==> config.mk <==
export PLATFORM = sky130hd
export DESIGN_NAME = logic_gate_unit
export DESIGN_NICKNAME = d
export VERILOG_FILES = /design/src/rtl/logic_gate_unit.sv
export SDC_FILE = /design/constraint.sdc
export NUM_CORES = 1
export LEC_CHECK = 0
export ABC_AREA = 0
export CORE_MARGIN = 3
export CORE_UTILIZATION = 25
export DETAILED_ROUTE_END_ITERATION = 10
export SLEW_MARGIN = 20
export SYNTH_ARGS = -nofsm -noshare
export SYNTH_HDL_FRONTEND = slang
export SYNTH_SLANG_ARGS = --single-unit
==> constraint.sdc <==
create_clock -name clk -period 2.8 [get_ports clk]
set_clock_uncertainty 0.1 [all_clocks]
set_input_delay 0.84 -clock clk [delete_from_list [all_inputs] [get_ports clk]]
set_output_delay 0.84 -clock clk [all_outputs]
set_load 0.05 [all_outputs]
==> src/rtl/logic_gate_unit.sv <==
// logic_gate_unit
//   WIDTH-bit bitwise logic unit with run-time operation select, a one-deep
//   valid/ready output register and a built-in self-test sweep that walks all
//   eight operations over the four (a,b) operand combinations and checks each
//   result against a hard-coded truth table.
//
// Parameters
//   WIDTH  operand/result width in bits (>= 1)
//   DWELL  cycles each sweep step is held before its result is checked (>= 1)
//
// Ports
//   clk, rst_n         clock, asynchronous active-low reset
//   A, B, op           operands and operation select
//                      (000 AND, 001 OR, 010 XOR, 011 NAND, 100 NOR,
//                       101 XNOR, 110 NOT A, 111 BUF A)
//   in_valid/in_ready  input handshake
//   Y, out_valid       registered result and its valid flag
//   out_ready          downstream consumes Y this cycle
//   sweep_start        self-test request, sampled only while idle
//   sweep_busy         drain or sweep in progress
//   sweep_done         one-cycle pulse when a sweep completes
//   sweep_pass         result of the last completed sweep
module logic_gate_unit #(
   parameter int WIDTH = 8,
   parameter int DWELL = 4
) (
   input  logic             clk,
   input  logic             rst_n,
   input  logic [WIDTH-1:0] A,
   input  logic [WIDTH-1:0] B,
   input  logic [2:0]       op,
   input  logic             in_valid,
   output logic             in_ready,
   output logic [WIDTH-1:0] Y,
   output logic             out_valid,
   input  logic             out_ready,
   input  logic             sweep_start,
   output logic             sweep_busy,
   output logic             sweep_done,
   output logic             sweep_pass
);

   localparam int DW = (DWELL > 1) ? $clog2(DWELL) : 1;
   localparam logic [DW-1:0] DWELL_LAST = DW'(DWELL - 1);

   typedef enum logic [1:0] {
      IDLE,
      DRAIN,
      SWEEP,
      DONE
   } state_t;

   state_t           state;
   state_t           next_state;
   logic [4:0]       step_cnt;
   logic [DW-1:0]    dwell_cnt;
   logic             pass_flag;
   logic             transfer;
   logic             step_last;
   logic             step_ok;
   logic [WIDTH-1:0] sweep_res;

   function automatic logic [WIDTH-1:0] gate(input logic [2:0] f,
                                             input logic [WIDTH-1:0] a,
                                             input logic [WIDTH-1:0] b);
      logic [WIDTH-1:0] r;
      case (f)
         3'd0:    r = a & b;
         3'd1:    r = a | b;
         3'd2:    r = a ^ b;
         3'd3:    r = ~(a & b);
         3'd4:    r = ~(a | b);
         3'd5:    r = ~(a ^ b);
         3'd6:    r = ~a;
         default: r = a;
      endcase
      return r;
   endfunction

   // Truth-table rows are written in (a,b) = 00,01,10,11 order, left to
   // right, so row bit 3 is the 00 entry; ~{a,b} selects the right bit.
   function automatic logic golden(input logic [4:0] s);
      logic [3:0] row;
      case (s[4:2])
         3'd0:    row = 4'b0001;
         3'd1:    row = 4'b0111;
         3'd2:    row = 4'b0110;
         3'd3:    row = 4'b1110;
         3'd4:    row = 4'b1000;
         3'd5:    row = 4'b1001;
         3'd6:    row = 4'b1100;
         default: row = 4'b0011;
      endcase
      return row[~s[1:0]];
   endfunction

   always_comb begin
      next_state = state;
      in_ready   = 1'b0;
      sweep_busy = 1'b0;
      sweep_done = 1'b0;
      transfer   = 1'b0;
      sweep_res  = gate(step_cnt[4:2], {WIDTH{step_cnt[1]}}, {WIDTH{step_cnt[0]}});
      step_last  = (dwell_cnt == DWELL_LAST);
      step_ok    = (sweep_res == {WIDTH{golden(step_cnt)}});
      case (state)
         IDLE: begin
            in_ready = !out_valid || out_ready;
            transfer = in_valid && in_ready;
            if (sweep_start) begin
               next_state = (!out_valid && !transfer) ? SWEEP : DRAIN;
            end
         end
         DRAIN: begin
            sweep_busy = 1'b1;
            if (!out_valid || out_ready) begin
               next_state = SWEEP;
            end
         end
         SWEEP: begin
            sweep_busy = 1'b1;
            if (step_last && (step_cnt == 5'd31)) begin
               next_state = DONE;
            end
         end
         default: begin
            sweep_done = 1'b1;
            next_state = IDLE;
         end
      endcase
   end

   always_ff @(posedge clk or negedge rst_n) begin
      if (!rst_n) begin
         state      <= IDLE;
         Y          <= '0;
         out_valid  <= 1'b0;
         sweep_pass <= 1'b0;
         pass_flag  <= 1'b0;
         step_cnt   <= '0;
         dwell_cnt  <= '0;
      end else begin
         state <= next_state;
         case (state)
            IDLE: begin
               if (transfer) begin
                  Y         <= gate(op, A, B);
                  out_valid <= 1'b1;
               end else if (out_ready) begin
                  out_valid <= 1'b0;
               end
            end
            DRAIN: begin
               if (out_ready) begin
                  out_valid <= 1'b0;
               end
            end
            SWEEP: begin
               Y <= sweep_res;
               if (step_last) begin
                  dwell_cnt <= '0;
                  step_cnt  <= step_cnt + 5'd1;
                  if (!step_ok) begin
                     pass_flag <= 1'b0;
                  end
               end else begin
                  dwell_cnt <= dwell_cnt + DW'(1);
               end
            end
            default: begin
               Y          <= '0;
               sweep_pass <= pass_flag;
               step_cnt   <= '0;
               dwell_cnt  <= '0;
            end
         endcase
         // Entry into SWEEP (from IDLE or DRAIN) arms a fresh pass.
         if ((state != SWEEP) && (next_state == SWEEP)) begin
            pass_flag <= 1'b1;
            step_cnt  <= '0;
            dwell_cnt <= '0;
         end
      end
   end

endmodule

==> results of run 1 <==
-- cell families after synthesis --
logic type               Yosys count  share of synthesized area [%]
AND/OR/NAND/NOR                   58                           15.1
adder cells (fa/ha/maj)           25                           15.3
multiplexers                      12                           6.03
flip-flops                        20                           24.6
buffers and inverters             40                           8.06
AO/OA/AOI/OAI                     85                           30.9
-- sequential cells by signal, indices dropped and copies added (netlist names) --
| name | flops |
|---|---|
| sweep_pass | 1 |
| Y | 8 |
| out_valid | 1 |
| dwell_cnt | 2 |
| step_cnt | 5 |
| pass_flag | 1 |
| state | 2 |
-- metrics by stage --
stage,utilization (%),hold WS [ps],setup slack (ps),total power (W)
after CTS,33.6,425,64.0,0.00202
after floorplan,-,365,313,0.00133
after global placement,32.9,394,126,0.00178
after detailed placement,32.9,396,65.4,0.00179
after global routing,33.6,439,33.1,0.00214
final,33.6,418,92.9,0.00199
-- layout by cell type (no fill, tap or decap), types with 8 or more instances in the layout --
| cell | Yosys | final |
|---|---|---|
| mux2i_1 | 10 | 10 |
| o22a_1 | 8 | 8 |
| nand2_1 | 10 | 10 |
| dfrtp_1 | 20 | 20 |
| inv_1 | 26 | 26 |
| a21oi_1 | 18 | 18 |
| ha_1 | 24 | 24 |
| o21ai_0 | 19 | 19 |
| buf_4 | 0 | 15 |
| nor2b_1 | 8 | 8 |
| clkdlybuf4s50_1 | 0 | 34 |
| nor2_1 | 11 | 11 |
-- area by class of cell --
class | instances | area (sq um)
Inverter | 26 | 97.6
Multi-Input combinational cell | 180 | 1370
Sequential cell | 20 | 500
Fill cell | 824 | 5180
Tap cell | 102 | 128
Timing Repair Buffer | 50 | 473
Clock buffer | 4 | 55.1
-- worst register-to-register path, delay by kind of cell (launching register included) --
family | cells | cell delay [ps]
simple gates | 1 | 170
buf+inv | 1 | 100
fa+ha+maj | 1 | 350
flops | 1 | 490
compound gates | 3 | 1010
-- power groups by stage --
| stage | Sequential (W) | Clock, W | Combinational [W] |
|---|---|---|---|
| 4_1_cts | 0.000477 | 0.000230 | 0.00131 |
| 3_5_place_dp | 0.000481 | 0 | 0.00131 |
| 5_1_grt | 0.000489 | 0.000241 | 0.00141 |
| 3_3_place_gp | 0.000481 | 0 | 0.00130 |
| 6_report | 0.000474 | 0.000217 | 0.00130 |
| 2_1_floorplan | 0.000707 | 0 | 0.000625 |
-- path summary, 6_finish.rpt --
kind                                    startpoint                endpoint  cells past startpoint
max                             state[1]$_DFF_PN0_              sweep_done                      2
min                               Y[6]$_DFFE_PN0P_        Y[6]$_DFFE_PN0P_                      1
max reg2reg                step_cnt[0]$_DFFE_PN0P_        Y[5]$_DFFE_PN0P_                      6
min reg2reg                       Y[6]$_DFFE_PN0P_        Y[6]$_DFFE_PN0P_                      1
max in group asynchronous                    rst_n        Y[1]$_DFFE_PN0P_                      2
min in group asynchronous                    rst_n  sweep_pass$_DFFE_PN0P_                      2
-- layer usage --
layer,vias up,wire (microns)
met2,41,2250
met4,0,45
li1,960,-
met1,913,2270
met3,4,275
met5,-,0
==> impl_metrics.csv, run 1 <==
group,metric,value,unit
cts,cts_setup_buffers,0,
routing,routedWlPerCell,12.6,microns
setup_path,crit_chain,"ha_1 > clkdlybuf4s50_1",
power,powerDensity,759,mW/mm^2
power,switching_share,48.3,%
cells_and_area,area.growth.synth_to_final,29.0,%
setup_path,rrSetupSlack,520,ps
yosys,yosysSeqAreaShare,24.6,%
cts,post_cts_resized,0,
sta,rsz0062_at_grt,"false",
cells_and_area,fin_nets,329,
sta,finalCritPeriodShare,96.7,%
global_routing,grt_pass1_vias,1884,
place,dp_hpwl,3.80,mm
floorplan,core-area,0.00781,sq mm
routing,drt-total-wl,4.83,mm
yosys,yosys_warnings,0,
hold_path,hp-class,"reg2reg",
cts,cts_inserted_buffers,3,
cts,htreeDepth,1,
place,placed_area,0.00257,sq mm
routing,dr.pass1.iters,4,
sta,setup-tns-final,0,ps
floorplan,io_pins,37,
setup_path,critical_path_buf_inv_count,1,
sta,relSlewSlack,65.0,%
power,net-switching-power,0.000962,W
yosys,syn-num-nets,288,
routing,drc,0,
global_routing,grt_use_met2,18.8,%
power,peakVddDrop,772,uV
yosys,yosysUniqueCellTypes,48,
sta,clock.fmax,369,MHz
cells_and_area,n_antenna_cell,0,
setup_path,path_class,"reg2out",
yosys,yosysMostFrequentCell,"inv_1",
routing,viasPerCell,5.02,
sta,min_period,2710,ps
run_status,outcome,"complete, no violations",
place,dp.cells,378,
power,comb_power_share,65.3,%
global_routing,top_usage_layer,"met2",
setup_path,crit_slowest_cell,"clkdlybuf4s50_1",
cts,cts_tree,"built",
yosys,synth_top_flop_cell,"dfrtp_1",
routing,vias,1918,
power,pwr-share-clk,10.9,%
cts,cts.sinks,20,
setup_path,slowest_delay,820,ps
yosys,synth_edf_count,0,
cts,clk_pin_slew,70,ps
global_routing,grt_max_degree,21,
global_routing,antenna_found_initial,0,
cts,clock_latency,260,ps
cells_and_area,layoutNonFillerInstCount,382,
setup_path,cp.required,1860,ps
global_routing,use_met3,2.42,%
yosys,synth_common_cells,"26 x inv_1, 24 x ha_1, 20 x dfrtp_1",
cts,postCtsHoldBufs,0,
sta,worst_slew_pin_slew,523,ps
setup_path,crit_path_end_kind,"output pin",
place,routabilityCongestion,0.824,
flow_run,drv_cap,0,
setup_path,cp-start-kind,"flip-flop",
global_routing,overflow,0,
sta,hold_violations,0,
floorplan,rows,32,
yosys,syn_inst,240,
global_routing,grtUsageTotal,11.2,%
yosys,yosys_register_bits,20,
yosys,async_flop_share,100,%
floorplan,die_height,96.2,microns
global_routing,use_met1,14.2,%
floorplan,dieArea,0.00925,sq mm
sta,finalSetupViolCount,0,
place,io_buffer_count,36,
cells_and_area,drive_gt1_share,10.0,%
setup_path,critPathMaxFanout,6,
power,p_int,0.00103,W
cts,root_buffer,"clkbuf_8",
cells_and_area,design_area,0.00262,sq mm
floorplan,start_util,26.0,%
power,p_leak,1.17,nW
yosys,syn_area_per_cell,8.47,sq um
yosys,yosys.area.top_type,"dfrtp_1",
routing,drt-initial-drc-count,61,
routing,antenna_left,0,
power,pwr-share-seq,23.8,%
yosys,synth.area.top_cells,"dfrtp_1 25%, ha_1 15%, mux2i_1 4.9%",
setup_path,arrival,1770,ps
cts,cts_max_path_buffers,2,
setup_path,crit_family,"buffers and inverters",
sta,drv_slew,0,
yosys,synth_top_area_share,24.6,%
floorplan,dieWidth,96.2,microns
yosys,synth_area,0.00203,sq mm
global_routing,grt_pass1_wl,8.32,mm
Power figures use the tool's default switching activity.
==> inputs of run 2 (changes only) <==
--- a/config.mk
+++ b/config.mk
@@ -6,7 +6,7 @@
 export NUM_CORES = 1
 export LEC_CHECK = 0
 export ABC_AREA = 0
-export CORE_MARGIN = 3
+export CORE_MARGIN = 5
 export CORE_UTILIZATION = 25
 export DETAILED_ROUTE_END_ITERATION = 10
 export SLEW_MARGIN = 20
==> impl_metrics.csv, run 2 (synthesis results as in run 1) <==
group,metric,value,unit
sta,finalCritPeriodShare,96.4,%
hold_path,worst_hold_path.num_cells,1,
cells_and_area,ff_latch_area,500,sq um
cells_and_area,largest_register_ff_count,8,
sta,worst_slew_pin_slew,610,ps
global_routing,grtUsageTotal,9.95,%
routing,viasPerCell,4.97,
power,switching_share,48.7,%
power,powerDensity,762,mW/mm^2
routing,drc,0,
cts,cts_max_path_buffers,2,
setup_path,crit_family,"buffers and inverters",
power,p_leak,1.16,nW
setup_path,critical_path_buf_inv_count,1,
cells_and_area,layout_commonest_cell,"clkdlybuf4s50_1",
global_routing,antenna_found_initial,0,
floorplan,rows,32,
routing,routedWlPerCell,12.7,microns
floorplan,dieArea,0.0100,sq mm
sta,min_period,2700,ps
cells_and_area,top_register,"Y",
hold_path,min_to,"sweep_pass$_DFFE_PN0P_",
flow_run,drv_cap,0,
cells_and_area,multi_input_area,0.00137,sq mm
sta,hold_violations,0,
setup_path,cp.required,1860,ps
global_routing,grt_pass1_wl,8.39,mm
setup_path,worstRegToRegCells,6,
setup_path,cp-start-kind,"flip-flop",
cts,cts.sinks,20,
floorplan,core-area,0.00781,sq mm
cells_and_area,fillers,840,
place,dp_hpwl,3.82,mm
cts,postCtsHoldBufs,0,
power,pwr-share-clk,11.4,%
sta,rsz0062_at_grt,"false",
setup_path,arrival,1760,ps
cells_and_area,n_antenna_cell,0,
setup_path,path_class,"reg2out",
global_routing,grt_max_degree,29,
setup_path,crit_path_end_kind,"output pin",
sta,finalSetupViolCount,0,
place,io_buffer_count,36,
floorplan,die_height,100,microns
routing,drt-initial-drc-count,80,
run_status,outcome,"complete, no violations",
power,net-switching-power,0.000970,W
power,pwr-share-seq,23.5,%
setup_path,crit_slowest_cell,"clkdlybuf4s50_1",
setup_path,crit_chain,"ha_1 > clkdlybuf4s50_1",
setup_path,rrSetupSlack,500,ps
place,routabilityCongestion,0.813,
cells_and_area,final_util,33.5,%
global_routing,grt_pass1_vias,1811,
setup_path,r2r_end,"Y[0]$_DFFE_PN0P_",
setup_path,critPathMaxFanout,6,
power,peakVddDrop,695,uV
floorplan,dieWidth,100,microns
floorplan,start_util,26.0,%
cts,root_buffer,"clkbuf_8",
cts,cts_tree,"built",
hold_path,hp-class,"reg2reg",
cts,cts_inserted_buffers,3,
sta,clock.fmax,370,MHz
cts,htreeDepth,1,
setup_path,r2r_start,"step_cnt[0]$_DFFE_PN0P_",
routing,antenna_left,0,
floorplan,io_pins,37,
cts,post_cts_resized,0,
sta,setup-tns-final,0,ps
sta,relSlewSlack,59.0,%
global_routing,overflow,0,
setup_path,slowest_delay,810,ps
sta,drv_slew,0,
cells_and_area,area.growth.synth_to_final,28.5,%
power,p_int,0.00102,W
cells_and_area,drive_gt1_share,9.03,%
cts,clk_pin_slew,80,ps
cts,clock_latency,270,ps
hold_path,hp-start,"sweep_pass$_DFFE_PN0P_",
power,comb_power_share,65.1,%
cts,cts_setup_buffers,0,
cells_and_area,reg_top3,"Y: 8 flops, step_cnt: 5 flops",
cells_and_area,layout_common_cells,"34 x clkdlybuf4s50_1, 26 x inv_1, 24 x ha_1",
routing,drt-total-wl,4.80,mm
routing,dr.pass1.iters,4,
routing,vias,1885,
cells_and_area,fin_nets,326,
==> run 2: changes by cell type in the layout (fill, tap and decap cells not counted), sizes merged <==
cell  change
buf       -3
==> run 2: worst max path at each step <==
| stage | cells after the start | startpoint | slack, ps | end |
|---|---|---|---|---|
| 2_1_floorplan | 5 | state[0]$_DFF_PN0_ | 310 | in_ready |
| 3_3_place_gp | 4 | out_ready | 130 | in_ready |
| 3_5_place_dp | 7 | sweep_start | 100 | step_cnt[3]$_DFFE_PN0P_ |
| 4_1_cts | 2 | state[1]$_DFF_PN0_ | 100 | sweep_done |
| 5_1_grt | 2 | state[1]$_DFF_PN0_ | 20 | sweep_done |
| 6_report | 2 | state[1]$_DFF_PN0_ | 100 | sweep_done |
==> run 2: worst register-to-register path, delay by kind of cell, from the launching register on <==
kind,cells,cell delay (ps)
AO/OA/AOI/OAI,3,1020
flip-flops,1,490
adder cells (fa/ha/maj),1,350
buffers and inverters,1,100
AND/OR/NAND/NOR,1,170
==> run 2: power by group through the flow <==
stage	sequential [W]	combinational, W	clock (W)
6_report	0.000469	0.00130	0.000227
5_1_grt	0.000489	0.00141	0.000247
4_1_cts	0.000473	0.00131	0.000228
3_5_place_dp	0.000477	0.00130	0
3_3_place_gp	0.000477	0.00129	0
2_1_floorplan	0.000707	0.000625	0
==> run 2: final cells by class <==
type / instances / share of cell area, %
clock buffer: 4 / 2.11
inverter: 26 / 3.74
multi-input combinational: 180 / 52.4
timing repair buffer: 47 / 17.7
sequential: 20 / 19.2
tap: 102 / 4.89
==> run 2: metrics by stage <==
stage / std cells / power, W / cell area, sq um / hold slack (ps) / worst slack [ps]
floorplan: 240 / 0.00133 / 2030 / 365 / 313
global placement: 375 / 0.00177 / 2560 / 395 / 133
detailed placement: 375 / 0.00178 / 2560 / 401 / 99.6
CTS: 379 / 0.00201 / 2610 / 418 / 96.1
global route: 379 / 0.00215 / 2610 / 443 / 22.8
finish: 379 / 0.00199 / 2610 / 413 / 100
==> run 2: per-layer routing <==
layer  wire (microns)  GRT usage (%)
met4               30           1.55
met2             2100           15.2
met3              312           3.13
met5                0              0
met1             2360           14.0
